**src/rtl/hit_judge_pkg.sv**
```systemverilog
// Shared whack-a-mole definitions: mode and state encodings, widths and
// the saturating add used by every score counter.
package wam_pkg;

  localparam int POS_W = 4;
  localparam int CNT_W = 7;
  localparam logic [POS_W-1:0] NO_POS    = 4'hF;
  localparam logic [CNT_W-1:0] SCORE_SAT = 7'd99;

  typedef enum logic [1:0] {
    MODE_NORMAL     = 2'd0,
    MODE_TIMED      = 2'd1,
    MODE_DEATH      = 2'd2,
    MODE_NORMAL_ALT = 2'd3
  } mode_e;

  typedef enum logic [2:0] {
    ST_IDLE     = 3'd0,
    ST_WAIT     = 3'd1,
    ST_ARMED    = 3'd2,
    ST_RESOLVED = 3'd3,
    ST_OVER     = 3'd4
  } state_e;

  // a + inc clamped to sat; a value already above sat is pulled back to sat
  function automatic logic [CNT_W-1:0] sat_add(input logic [CNT_W-1:0] a,
                                               input logic [1:0]       inc,
                                               input logic [CNT_W-1:0] sat);
    logic [CNT_W:0] sum;
    sum = {1'b0, a} + {{(CNT_W-1){1'b0}}, inc};
    if (sum > {1'b0, sat}) begin
      sat_add = sat;
    end else begin
      sat_add = sum[CNT_W-1:0];
    end
  endfunction

endpackage

```
**src/rtl/hit_judge_if.sv**
```systemverilog
// Game-side bus of the scoring engine: light/keypad inputs, game control
// and the score outputs that feed the HEX decoders.
interface hit_judge_if;
  import wam_pkg::*;

  logic             start;
  logic [1:0]       mode;
  logic [CNT_W-1:0] max_hits;
  logic             time_up;
  logic             light_valid;
  logic [POS_W-1:0] light_pos;
  logic             key_valid;
  logic [POS_W-1:0] key;
  logic [CNT_W-1:0] points;
  logic [CNT_W-1:0] misses;
  logic [CNT_W-1:0] moles;
  logic [1:0]       lives_left;
  logic             hit_pulse;
  logic             miss_pulse;
  logic             game_over;

  modport master (
    output start, mode, max_hits, time_up, light_valid, light_pos, key_valid, key,
    input  points, misses, moles, lives_left, hit_pulse, miss_pulse, game_over
  );

  modport slave (
    input  start, mode, max_hits, time_up, light_valid, light_pos, key_valid, key,
    output points, misses, moles, lives_left, hit_pulse, miss_pulse, game_over
  );
endinterface

```
**src/rtl/hit_judge_sat_counter.sv**
```systemverilog
// 7-bit counter that adds 0, 1 or 2 per cycle and sticks at SAT.
module sat_counter
  import wam_pkg::*;
#(
  parameter logic [CNT_W-1:0] SAT = SCORE_SAT
) (
  input  logic             clk,
  input  logic             reset,
  input  logic             i_clr,
  input  logic [1:0]       i_inc,
  output logic [CNT_W-1:0] o_count
);

  logic [CNT_W-1:0] r_count;

  // count register: reset/clear to zero, otherwise saturating accumulate
  always_ff @(posedge clk) begin
    if (reset) begin
      r_count <= 7'd0;
    end else if (i_clr) begin
      r_count <= 7'd0;
    end else begin
      r_count <= sat_add(r_count, i_inc, SAT);
    end
  end

  assign o_count = r_count;

endmodule

```
**src/rtl/hit_judge.sv**
```systemverilog
// Whack-a-mole scoring engine: detects mole starts/ends from the light
// controller, judges key strobes as hits or misses and ends the game
// according to the selected mode.
module hit_judge
  import wam_pkg::*;
#(
  parameter int LIVES = 3,
  parameter int SAT   = 99
) (
  input  logic        clk,
  input  logic        reset,
  hit_judge_if.slave  bus
);

  localparam logic [CNT_W-1:0] SAT_C   = SAT[CNT_W-1:0];
  localparam logic [1:0]       LIVES_C = LIVES[1:0];

  state_e           r_state, w_state_next, w_scored;
  logic             r_start_d, r_lv_d, r_hit_pulse, r_miss_pulse, r_game_over;
  logic [POS_W-1:0] r_pos;
  logic [1:0]       r_lives, w_lives_after, w_miss_cnt;
  logic [CNT_W-1:0] w_points, w_misses, w_moles, w_moles_after;
  logic             w_running, w_start_rise, w_mole_start, w_mole_end, w_clr;
  logic             w_hit, w_miss_key, w_miss_timeout, w_is_normal;

  assign w_running    = bus.start && ((r_state == ST_WAIT) || (r_state == ST_ARMED) ||
                                      (r_state == ST_RESOLVED));
  assign w_start_rise = bus.start && !r_start_d;
  // a new mole is a fresh light or a jump to another position with no gap
  assign w_mole_start = bus.light_valid && (!r_lv_d || (bus.light_pos != r_pos));
  assign w_mole_end   = r_lv_d && !bus.light_valid;
  assign w_clr        = (r_state == ST_IDLE) && w_start_rise;
  assign w_is_normal  = (bus.mode == MODE_NORMAL) || (bus.mode == MODE_NORMAL_ALT);
  assign w_miss_cnt   = {1'b0, w_miss_key} + {1'b0, w_miss_timeout};
  assign w_moles_after = sat_add(w_moles, {1'b0, w_mole_start}, SAT_C);
  assign w_lives_after = (bus.mode != MODE_DEATH) ? r_lives :
                         (r_lives > w_miss_cnt) ? (r_lives - w_miss_cnt) : 2'd0;

  // state register
  always_ff @(posedge clk) begin
    if (reset) begin
      r_state <= ST_IDLE;
    end else begin
      r_state <= w_state_next;
    end
  end

  // hit/miss decode: a key coinciding with a mole start belongs to the new
  // mole; an armed mole that ends or is replaced without a hit is a miss
  always_comb begin
    w_hit          = 1'b0;
    w_miss_key     = 1'b0;
    w_miss_timeout = 1'b0;
    if (w_running) begin
      if (bus.key_valid) begin
        if (w_mole_start) begin
          if (bus.key == bus.light_pos) begin
            w_hit = 1'b1;
          end else begin
            w_miss_key = 1'b1;
          end
        end else begin
          case (r_state)
            ST_ARMED: begin
              if (bus.key == r_pos) begin
                w_hit = 1'b1;
              end else begin
                w_miss_key = 1'b1;
              end
            end
            ST_WAIT: w_miss_key = 1'b1;
            default: w_hit = 1'b0;
          endcase
        end
      end else begin
        w_hit = 1'b0;
      end
      if ((r_state == ST_ARMED) && (w_mole_start || (w_mole_end && !w_hit))) begin
        w_miss_timeout = 1'b1;
      end else begin
        w_miss_timeout = 1'b0;
      end
    end else begin
      w_hit = 1'b0;
    end
  end

  // next state: mole tracking first, then the mode's end-of-game test
  always_comb begin
    w_scored     = r_state;
    w_state_next = r_state;
    if (w_mole_start) begin
      w_scored = w_hit ? ST_RESOLVED : ST_ARMED;
    end else if (r_state == ST_ARMED) begin
      w_scored = w_hit ? ST_RESOLVED : (w_mole_end ? ST_WAIT : ST_ARMED);
    end else if ((r_state == ST_RESOLVED) && w_mole_end) begin
      w_scored = ST_WAIT;
    end else begin
      w_scored = r_state;
    end
    case (r_state)
      ST_IDLE: w_state_next = w_start_rise ? ST_WAIT : ST_IDLE;
      ST_WAIT, ST_ARMED, ST_RESOLVED: begin
        if (!bus.start) begin
          w_state_next = ST_IDLE;
        end else if ((bus.mode == MODE_TIMED) && bus.time_up) begin
          w_state_next = ST_OVER;
        end else if ((bus.mode == MODE_DEATH) && (w_lives_after == 2'd0)) begin
          w_state_next = ST_OVER;
        end else if (w_is_normal && (w_moles_after == bus.max_hits) &&
                     (w_scored != ST_ARMED)) begin
          w_state_next = ST_OVER;
        end else begin
          w_state_next = w_scored;
        end
      end
      ST_OVER: w_state_next = bus.start ? ST_OVER : ST_IDLE;
      default: w_state_next = ST_IDLE;
    endcase
  end

  // registered outputs, edge history, mole position and lives
  always_ff @(posedge clk) begin
    if (reset) begin
      r_start_d    <= 1'b0;
      r_lv_d       <= 1'b0;
      r_pos        <= NO_POS;
      r_lives      <= LIVES_C;
      r_hit_pulse  <= 1'b0;
      r_miss_pulse <= 1'b0;
      r_game_over  <= 1'b0;
    end else begin
      r_start_d    <= bus.start;
      r_lv_d       <= bus.light_valid;
      r_hit_pulse  <= w_hit;
      r_miss_pulse <= (w_miss_cnt != 2'd0);
      r_game_over  <= (w_state_next == ST_OVER);
      if (w_running && w_mole_start) begin
        r_pos <= bus.light_pos;
      end
      if (w_clr) begin
        r_lives <= LIVES_C;
      end else if (w_running) begin
        r_lives <= w_lives_after;
      end
    end
  end

  sat_counter #(.SAT(SAT_C)) u_points (
    .clk(clk), .reset(reset), .i_clr(w_clr), .i_inc({1'b0, w_hit}), .o_count(w_points)
  );
  sat_counter #(.SAT(SAT_C)) u_misses (
    .clk(clk), .reset(reset), .i_clr(w_clr), .i_inc(w_miss_cnt), .o_count(w_misses)
  );
  sat_counter #(.SAT(SAT_C)) u_moles (
    .clk(clk), .reset(reset), .i_clr(w_clr), .i_inc({1'b0, w_running && w_mole_start}),
    .o_count(w_moles)
  );

  assign bus.points     = w_points;
  assign bus.misses     = w_misses;
  assign bus.moles      = w_moles;
  assign bus.lives_left = r_lives;
  assign bus.hit_pulse  = r_hit_pulse;
  assign bus.miss_pulse = r_miss_pulse;
  assign bus.game_over  = r_game_over;

endmodule

```
**src/flat_wrapper.sv**
```systemverilog
// flat-port wrapper written by rule: the top's interface ports become plain ports
module hit_judge_flat import wam_pkg::*;
#(
  parameter int LIVES = 3,
  parameter int SAT   = 99
)
  (clk, reset, bus_start, bus_mode, bus_max_hits, bus_time_up, bus_light_valid, bus_light_pos, bus_key_valid, bus_key, bus_points, bus_misses, bus_moles, bus_lives_left, bus_hit_pulse, bus_miss_pulse, bus_game_over);
  hit_judge_if bus_i ();
  input  logic clk;
  input  logic reset;
  input wire logic [$bits(bus_i.start)-1:0] bus_start;
  input wire logic [$bits(bus_i.mode)-1:0] bus_mode;
  input wire logic [$bits(bus_i.max_hits)-1:0] bus_max_hits;
  input wire logic [$bits(bus_i.time_up)-1:0] bus_time_up;
  input wire logic [$bits(bus_i.light_valid)-1:0] bus_light_valid;
  input wire logic [$bits(bus_i.light_pos)-1:0] bus_light_pos;
  input wire logic [$bits(bus_i.key_valid)-1:0] bus_key_valid;
  input wire logic [$bits(bus_i.key)-1:0] bus_key;
  output wire logic [$bits(bus_i.points)-1:0] bus_points;
  output wire logic [$bits(bus_i.misses)-1:0] bus_misses;
  output wire logic [$bits(bus_i.moles)-1:0] bus_moles;
  output wire logic [$bits(bus_i.lives_left)-1:0] bus_lives_left;
  output wire logic [$bits(bus_i.hit_pulse)-1:0] bus_hit_pulse;
  output wire logic [$bits(bus_i.miss_pulse)-1:0] bus_miss_pulse;
  output wire logic [$bits(bus_i.game_over)-1:0] bus_game_over;
  assign bus_i.start = bus_start;
  assign bus_i.mode = bus_mode;
  assign bus_i.max_hits = bus_max_hits;
  assign bus_i.time_up = bus_time_up;
  assign bus_i.light_valid = bus_light_valid;
  assign bus_i.light_pos = bus_light_pos;
  assign bus_i.key_valid = bus_key_valid;
  assign bus_i.key = bus_key;
  assign bus_points = bus_i.points;
  assign bus_misses = bus_i.misses;
  assign bus_moles = bus_i.moles;
  assign bus_lives_left = bus_i.lives_left;
  assign bus_hit_pulse = bus_i.hit_pulse;
  assign bus_miss_pulse = bus_i.miss_pulse;
  assign bus_game_over = bus_i.game_over;
  hit_judge #(.LIVES(LIVES), .SAT(SAT)) u_core (.clk(clk), .reset(reset), .bus(bus_i));
endmodule
```
**config.mk**
```make
export PLATFORM = sky130hd
export DESIGN_NAME = hit_judge_flat
export DESIGN_NICKNAME = d
export VERILOG_FILES = /design/src/rtl/hit_judge_pkg.sv /design/src/rtl/hit_judge_if.sv /design/src/rtl/hit_judge_sat_counter.sv /design/src/rtl/hit_judge.sv /design/src/flat_wrapper.sv
export SDC_FILE = /design/constraint.sdc
export NUM_CORES = 1
export LEC_CHECK = 0
export BUFFER_PORTS_ARGS = -buffer_cell sky130_fd_sc_hd__buf_2
export CORE_ASPECT_RATIO = 1.4
export CORE_UTILIZATION = 50
export CTS_CLUSTER_SIZE = 28
export DETAILED_ROUTE_END_ITERATION = 8
export PLACE_DENSITY = 0.76
export SYNTH_ARGS = -nofsm -noshare
export SYNTH_HDL_FRONTEND = slang
export SYNTH_SLANG_ARGS = --single-unit
```
**constraint.sdc**
```tcl
create_clock -name clk -period 3.7 [get_ports clk]
set_input_delay 0.74 -clock clk [delete_from_list [all_inputs] [get_ports clk]]
set_output_delay 0.74 -clock clk [all_outputs]
set_load 0.01 [all_outputs]
```
**Word-level counts from Yosys, hierarchy flattened**

Index checks and enable logic that the tools add are counted.

- Mux-type cells: 34
- Reduce and logical (&&, ||, !) cells: 31
- $add $sub $neg: 6
- Magnitude comparators: 5
- Equal/unequal tests: 14

Operators with widths:

| cell | number |
|---|---|
| > comparator 8 x 7 -> 1 bit (second input constant) | 4 |
| 2-to-1 mux 7 bit | 4 |
| 2-to-1 mux 3 bit | 9 |
| adder 7 x 1 -> 8 bit | 3 |
| 2-to-1 mux 1 bit | 16 |
| logical AND 1 bit | 13 |
| OR reduction 3 bit | 4 |
| case mux 3 bit (3 select lines) | 1 |
| adder 7 x 2 -> 8 bit | 1 |
| == test 4 bit | 2 |
| == test 7 bit | 1 |
| == test 3 x 2 -> 1 bit (second input constant) | 2 |
| == test 3 bit (second input constant) | 2 |
| 2-to-1 mux 2 bit | 3 |
| logical OR 1 bit | 5 |
| == test 2 bit (second input constant) | 2 |
| zero test 1 bit | 4 |
| zero test 2 bit | 2 |
| inequality test 4 bit | 1 |
| == test 3 x 1 -> 1 bit (second input constant) | 1 |
| zero test 3 bit | 1 |
| inequality test 3 x 2 -> 1 bit (second input constant) | 1 |
| adder 1 x 1 -> 2 bit | 1 |
| == test 2 x 1 -> 1 bit (second input constant) | 1 |
| other kinds (6) | 6 |

- Output and inout bits: 26
- Register bits: 35
- Bits of input ports: 23
- Word-level logic and storage cells: 104

**Longest topological paths before layout**

Gate-level depths: netlist of run 1.

- Depth in word-level cells: 23
- Mapped depth: 15
- Depth with buffers taken out: 15

**Hierarchy**

A second synthesis of run 1 with hierarchy kept.

- Cell total of the unflattened synthesis: 328
- Area total of the unflattened synthesis: 2757.6 um2

Modules (own cells, without submodules):

| module | cells each | sequential area each (um2) | area each (um2) | instances |
|---|---|---|---|---|
| hit_judge | 175 | 280.3 | 1402.6 | 1 |
| sat_counter | 51 | 140.1 | 451.7 | 3 |

**Worst setup path before layout of run 1**

OpenSTA, ideal clock, no wires.

- Path type: in2reg
- Start: in bus_key[3]
- End: reg u_core.r_state[0]
- Setup time: 88 ps
- Cell stages on the path: 15
- Data required time: 3612 ps
- Data arrival time: 3570 ps
- Buffers on the path: 0
- Setup slack: 42 ps
- Cells stage by stage: xor2_1 nor4_1 or3b_2 a211oi_1 nor2_1 nor2_1 ha_1 ha_1 fa_1 nor2_1 nand3_1 o211ai_1 nand2_1 or4_1 o32ai_2

- Cells in the longest elaborated chain, start to end: 22
- Elaborated cells between the ends (all ways): 39
- Classes of those cells: add/sub (2); order compare (1); eq/ne (3); mux (26); reduce/logical (7)

RTL lines:

| item | RTL line | RTL |
|---|---|---|
| start: declaration | flat_wrapper.sv:18 | `input wire logic [$bits(bus_i.key)-1:0] bus_key;` |
| == test 4 bit | hit_judge.sv:65 | `if (bus.key == r_pos) begin` |
| 2-to-1 mux 1 bit | hit_judge.sv:65 |  |
| 2-to-1 mux 1 bit | hit_judge.sv:63 | `case (r_state)` |
| 2-to-1 mux 1 bit | hit_judge.sv:56 | `if (w_mole_start) begin` |
| 2-to-1 mux 1 bit | hit_judge.sv:55 | `if (bus.key_valid) begin` |
| 2-to-1 mux 1 bit | hit_judge.sv:54 | `if (w_running) begin` |
| zero test 1 bit | hit_judge.sv:78 | `if ((r_state == ST_ARMED) && (w_mole_start \|\| (w_mole_end && !w_hit))) begin` |
| logical AND 1 bit | hit_judge.sv:78 |  |
| [... 6 more ...] | n/a |  |
| 2-to-1 mux 2 bit | hit_judge.sv:37 | `(r_lives > w_miss_cnt) ? (r_lives - w_miss_cnt) : 2'd0;` |
| 2-to-1 mux 2 bit | hit_judge.sv:36 | `assign w_lives_after = (bus.mode != MODE_DEATH) ? r_lives :` |
| zero test 2 bit | hit_judge.sv:108 | `end else if ((bus.mode == MODE_DEATH) && (w_lives_after == 2'd0)) begin` |
| logical AND 1 bit | hit_judge.sv:108 |  |
| 2-to-1 mux 3 bit (*) | hit_judge.sv:108 |  |
| 2-to-1 mux 3 bit (*) | hit_judge.sv:106 | `end else if ((bus.mode == MODE_TIMED) && bus.time_up) begin` |
| 2-to-1 mux 3 bit (*) | hit_judge.sv:104 | `if (!bus.start) begin` |
| case mux 3 bit (3 select lines) (*) | hit_judge.sv:101 | `case (r_state)` |
| end signal: assignment | hit_judge.sv:44 | `r_state <= w_state_next;` |
| end: declaration | hit_judge.sv:18 | `state_e r_state, w_state_next, w_scored;` |

Mark *: on every way between the ends. The rest lies on a longest branch, timed or not. The select of a mux whose other input is x is not followed.
A chain may end at the register's enable or synchronous reset.

**Final worst setup path of run 1**

Ends and elaborated chain as after synthesis.

==> results.json, run 1 <==
{
  "cp-start-kind": "input pin",
  "maxCapViolations": 0,
  "path_class": "in2reg",
  "critPathSlowestCell": "or4_4",
  "cts_tree": "yes",
  "viasPerCell": 5.707,
  "crit_buf_inv": 1,
  "dp_cells": 429,
  "dr.pass1.iters": 4,
  "regArea_um2": 700.7,
  "stdcell_area_um2": 3136,
  "gr-total-overflow": 0,
  "peakVddDrop_mv": 0.1910,
  "cts_root_buf": "clkbuf_8",
  "clkTransAtPathRegs_ns": 0.07,
  "ys_ff_latch": 35,
  "cp-end-kind": "flip-flop",
  "final_critical_path_setup_slack_ns": 0.1648,
  "initial_core_util": 0.5168,
  "gp_congestion": 0.8992,
  "worst-path-stages": 16,
  "cts_buffers": 5,
  "netlist_instances": 305,
  "finalCriticalPeriod_ns": 3.535,
  "clock_latency_ns": 0.28,
  "cp.required_ns": 3.90,
  "reg2reg_to": "u_core.r_state[0]",
  "status": "completed",
  "ys.flop_type": "dfxtp_1",
  "p_leak_nw": 1.365,
  "dp_slack_ns": -0.2688,
  "hold_violations": 0,
  "synth_top_area_frac": 0.2800,
  "design.final.nets": 411,
  "post-route-period-util": 0.9555,
  "htreeDepth": 2,
  "fillers": 417,
  "clk_path_buf_depth": 2,
  "drc": 0,
  "cp_max_fo": 3,
  "seq_area_frac_synth": 0.2800,
  "hold_class": "reg2reg",
  "antenna_found_initial": 0,
  "wl_per_cell_um": 13.78,
  "maxSlewViolCount": 0,
  "syn_area_um2": 2502,
  "max_freq_mhz": 282.9,
  "regToRegSetupSlack_ns": 0.31,
  "num_vias": 2494,
  "grt_pass1_vias": 2278,
  "cpMostUsedCell": "nor2_1",
  "path_cells": "buf_4 > xor2_2 > nor4_4 > or3b_4 > a211oi_2 > nor2_1 > nor2_1 > ha_1 > ha_2 > fa_1 > nor2_1 > nand3_1 > o211ai_1 > nand2_1 > or4_4 > o32ai_2",
  "coreArea_um2": 4842,
  "tightest_slew_ns": 0.5678,
  "die_area_um2": 5296,
  "power.density_nw_per_um2": 254.9,
  "critPathArrivalTime_ns": 3.74,
  "die_y_um": 85.71,
  "clkSinkCount": 35,
  "critPathMaxStageDelay_ns": 0.43,
  "worstSetupEndpoint": "u_core.r_state[0]",
  "num_antenna_cells": 0,
  "synthesis.nets": 344,
  "ys_warn_count": 0,
  "netlist_top_cells_area": "dfxtp_1 28%, ha_1 7.0%, xor2_1 6.3%",
  "finalClockSkew_ns": 0.008395,
  "routed_wl_um": 6020,
  "synth-edff-count": 0,
  "synth_area_leader_cell": "dfxtp_1",
  "rows": 30,
  "drive_above_1_share": 0.3003,
  "critPathLaunch": "bus_key[3]",
  "multi_input_area_um2": 1767,
  "critical_path.top_delay_family": "simple AND/OR/NAND/NOR gates",
  "ant_nets": 0,
  "area_growth_pct": 25.30,
  "synth-async-reset-ratio": 0,
  "numPortBuffers": 48,
  "grt_max_degree": 18,
  "ios": 49,
  "relSlewSlack": 0.6209,
  "rsz0062_at_grt": "yes",
  "place_area_um2": 2930,
  "drt_iter0_drc": 81,
  "r2r.worst_path.cells": 15,
  "synth_cell_types": 64,
  "finalPower_w": 0.0007994,
  "postSynthAreaPerCell_um2": 8.205,
  "die_w_um": 61.79,
  "stdcell_count": 437,
  "setup-violations-final": 0,
  "r2r_start": "u_core.r_pos[2]",
  "grt_pass1_wl_um": 9384,
  "grtUsageTotal": 0.2306,
  "setup_tns_ns": 0,
  "hpwlAfterDp_um": 4391
}
## worst register-to-register path: stages (launching register included)
cell and delay (ns):
dfxtp_1 0.41, xor2_2 0.20, nor4_4 0.08, or3b_4 0.37
a211oi_2 0.17, nor2_1 0.07, nor2_1 0.10, ha_1 0.26
ha_2 0.19, fa_1 0.40, nor2_1 0.12, nand3_1 0.10
o211ai_1 0.10, nand2_1 0.09, or4_4 0.43, o32ai_2 0.21
## final cells by class
class                           instances  area share
Multi-Input combinational cell        241      0.5634
Sequential cell                        35      0.2235
Timing Repair Buffer                   71      0.1341
Clock buffer                            8     0.03192
Tap cell                               64     0.02554
Inverter                               18     0.02155
## synthesized netlist by cell type, types with 3 or more instances
cell,count
a211o_1,7
a211oi_1,5
a21oi_1,12
a31oi_1,6
and2_1,7
and3_1,3
and4_1,3
buf_2,3
clkbuf_1,4
dfxtp_1,35
ha_1,14
inv_1,18
nand2_1,21
nand2b_1,3
nand3_1,13
nand4_1,4
nor2_1,34
nor2b_1,4
nor3_1,10
nor4_1,3
o21ai_0,8
o31ai_1,3
or2_2,7
xnor2_1,8
xor2_1,18
## routing by layer
| metal | vias up | track usage | routed length, um |
|---|---|---|---|
| met1 | 1162 | 0.2577 | 2462 |
| met4 | 0 | 0.09293 | 119 |
| li1 | 1238 | - | - |
| met5 | - | 0 | 0 |
| met2 | 81 | 0.4086 | 3233 |
| met3 | 13 | 0.04676 | 205 |
## sequential cells by signal, summed over array words and instances (netlist names)
name / count
u_core.r_pos: 4
u_core.bus.miss_pulse: 1
u_core.u_moles.o_count: 7
u_core.bus.hit_pulse: 1
u_core.u_points.o_count: 7
u_core.r_state: 3
u_core.r_lv_d: 1
u_core.bus.game_over: 1
u_core.u_misses.o_count: 7
u_core.bus.lives_left: 2
u_core.r_start_d: 1
## layout by cell type (no fill, tap or decap), drive strengths merged, types with 3 or more instances in the layout
cell / instances
buf: 71
dfxtp: 35
nor2: 35
nand2: 21
inv: 18
xor2: 18
ha: 14
nand3: 13
a21oi: 13
nor3: 10
o21ai: 8
xnor2: 8
and2: 8
clkbuf: 8
or2: 7
a211o: 7
a31oi: 7
a211oi: 6
nor2b: 4
nand4: 4
and4: 4
nand2b: 3
and3: 3
o31ai: 3
o211ai: 3
nor4: 3
## per-stage QoR
| stage | utilization | hold WS, ns |
|---|---|---|
| 3_5_place_dp | 0.6052 | 0.5262 |
| 3_3_place_gp | 0.6052 | 0.5094 |
| 6_report | 0.6475 | 0.5390 |
| 2_1_floorplan | - | 0.5128 |
| 4_1_cts | 0.6258 | 0.5391 |
| 5_1_grt | 0.6475 | 0.5802 |
## worst min path at each step
| stage | from | to | cells after the start |
|---|---|---|---|
| 6_report | u_core.u_points.o_count[5] | u_core.u_points.o_count[5] | 1 |
| 5_1_grt | u_core.r_start_d | u_core.r_state[0] | 3 |
| 4_1_cts | u_core.u_points.o_count[5] | u_core.u_points.o_count[5] | 1 |
| 3_5_place_dp | u_core.u_points.o_count[5] | u_core.u_points.o_count[5] | 1 |
| 3_3_place_gp | u_core.u_points.o_count[5] | u_core.u_points.o_count[5] | 1 |
| 2_1_floorplan | u_core.r_start_d | u_core.r_state[0] | 3 |
## kinds of logic after synthesis
family / count (synthesis) / share of synthesized area
fa+ha+maj: 16 / 0.08600
flops: 35 / 0.2800
buf+inv: 29 / 0.05299
compound gates: 71 / 0.2180
xor+xnor: 26 / 0.09100
simple gates: 126 / 0.2640
mux: 2 / 0.008000
## what timing repair did
action / CTS / global route
hold buffers: 0 / 0
setup buffers: 0 / 0
gates resized for setup: 0 / 20
endpoints found under the setup margin: 0 / 9
## power breakdown
group          leakage, nW  switching, W  internal (W)
Clock               0.0515      0.000136      0.000170
Sequential           0.283    0.00000567      0.000382
Combinational         1.03     0.0000576     0.0000485
Power figures use the tool's default switching activity.
==> inputs of run 2 (changes only) <==
- CORE_UTILIZATION: 50 -> 56
- PLACE_DENSITY: 0.76 -> 0.81
- clock period: 3.7 -> 4 ns (I/O delays scaled with it)
==> run 2 against run 1 <==
Non-clock buffer count is 12 lower. Global-route usage is 2.3 points higher. Combinational power is 4% lower. Critical path depth stayed put. Utilization is 8.6 points higher. Critical endpoint unchanged. Highest routed layer unchanged.
==> results.json, run 2 (synthesis gave the netlist of run 1 again) <==
{
  "regToRegSetupSlack_ns": 0.19,
  "post-route-period-util": 0.9729,
  "critPathSlowestCell": "or4_4",
  "htreeDepth": 2,
  "setup-violations-final": 0,
  "hold_class": "reg2reg",
  "multi_input_area_um2": 1802,
  "mostFrequentLayoutCells": "42 x buf_2, 35 x dfxtp_1, 34 x nor2_1, 21 x nand2_1, 18 x inv_1",
  "clkSinkCount": 35,
  "design.final.nets": 399,
  "coreArea_um2": 4239,
  "path_cells": "buf_8 > xor2_4 > nor4_4 > or3b_4 > a211oi_2 > nor2_1 > nor2_1 > ha_1 > ha_2 > fa_1 > nor2_1 > nand3_1 > o211ai_1 > nand2_1 > or4_4 > o32ai_2",
  "initial_core_util": 0.5903,
  "clock_latency_ns": 0.29,
  "die_w_um": 58.50,
  "cts_tree": "yes",
  "rows": 28,
  "power.density_nw_per_um2": 240.0,
  "die_area_um2": 4744,
  "maxCapViolations": 0,
  "antenna_found_initial": 0,
  "peakVddDrop_mv": 0.1753,
  "max_freq_mhz": 257.0,
  "ctsHoldBuffers": 0,
  "cts_buffers": 5,
  "die_y_um": 81.10,
  "finalClockSkew_ns": 0.009873,
  "path_class": "in2reg",
  "stdcell_area_um2": 3109,
  "grt_max_degree": 18,
  "num_antenna_cells": 0,
  "gp_congestion": 0.8878,
  "ios": 49,
  "crit_buf_inv": 1,
  "wl_per_cell_um": 14.92,
  "tightest_slew_ns": 0.6176,
  "worst-path-stages": 16,
  "routed_wl_um": 6281,
  "whs_path_depth": 1,
  "hpwlAfterDp_um": 4365,
  "status": "completed",
  "critPathArrivalTime_ns": 4.09,
  "ant_nets": 0,
  "grtUsageTotal": 0.2534,
  "stdcell_count": 421,
  "critical_path.top_delay_family": "simple AND/OR/NAND/NOR gates",
  "finalCriticalPeriod_ns": 3.892,
  "dr.pass1.iters": 4,
  "final_common_cell": "buf_2",
  "drc": 0,
  "r2r_start": "u_core.r_pos[3]",
  "regArea_um2": 700.7,
  "p_leak_nw": 1.320,
  "min_from": "u_core.u_points.o_count[5]",
  "r2r.worst_path.cells": 15,
  "fillers": 314,
  "finalPower_w": 0.0007462,
  "gr-total-overflow": 0,
  "num_vias": 2457,
  "cp-start-kind": "input pin",
  "maxSlewViolCount": 0,
  "place_area_um2": 2828,
  "rsz0062_at_grt": "yes",
  "cpMostUsedCell": "nor2_1",
  "cp.required_ns": 4.20,
  "drt_iter0_drc": 108,
  "grt_pass1_wl_um": 9425,
  "final_critical_path_setup_slack_ns": 0.1082,
  "clkTransAtPathRegs_ns": 0.07,
  "clk_path_buf_depth": 2,
  "relSlewSlack": 0.5877,
  "drive_above_1_share": 0.2687,
  "hold_violations": 0,
  "cp_max_fo": 3,
  "area_growth_pct": 24.25,
  "cts_root_buf": "clkbuf_8",
  "dp_cells": 412,
  "viasPerCell": 5.836,
  "critPathMaxStageDelay_ns": 0.52,
  "cp-end-kind": "flip-flop",
  "dp_slack_ns": -0.1652,
  "grt_pass1_vias": 2211,
  "critPathLaunch": "bus_key[0]",
  "numPortBuffers": 48
}
[run 2: area by class of cell]
cell class,instances,share of cell area
timing repair buffer,59,0.1171
sequential,35,0.2254
multi-input combinational,241,0.5795
clock buffer,8,0.03219
inverter,18,0.02173
tap,60,0.02414
[run 2: metal layers]
layer  global-route usage  routed length, um
met1               0.2873               2419
met2               0.4713               3487
met3              0.03503                275
met4              0.09762                 99
met5                    0                  0
[run 2: final timing paths]
kind                           endpoint
max                   u_core.r_state[0]
min          u_core.u_points.o_count[5]
max reg2reg           u_core.r_state[0]
min reg2reg  u_core.u_points.o_count[5]
[run 2: power breakdown]
part,switching [W],total [W],leakage [nW],internal [W]
sequential,0.00000678,0.000360,0.283,0.000353
clock,0.000127,0.000285,0.0515,0.000157
combinational,0.0000546,0.000102,0.985,0.0000472
total,0.000189,0.000746,1.32,0.000558
[run 2: timing repair]
item	4_1_cts	5_1_grt
gates resized for setup	0	30
endpoints found under the setup margin	0	5
setup buffers	0	2
[run 2: per-stage QoR]
step           setup TNS (ns)  utilization  hold WS (ns)
2_1_floorplan               0            -        0.5128
3_3_place_gp          -0.1688       0.6671        0.5035
3_5_place_dp          -0.5081       0.6671        0.5078
4_1_cts                     0       0.6907        0.5195
5_1_grt              -0.05586       0.7335        0.5698
6_report                    0       0.7335        0.5182
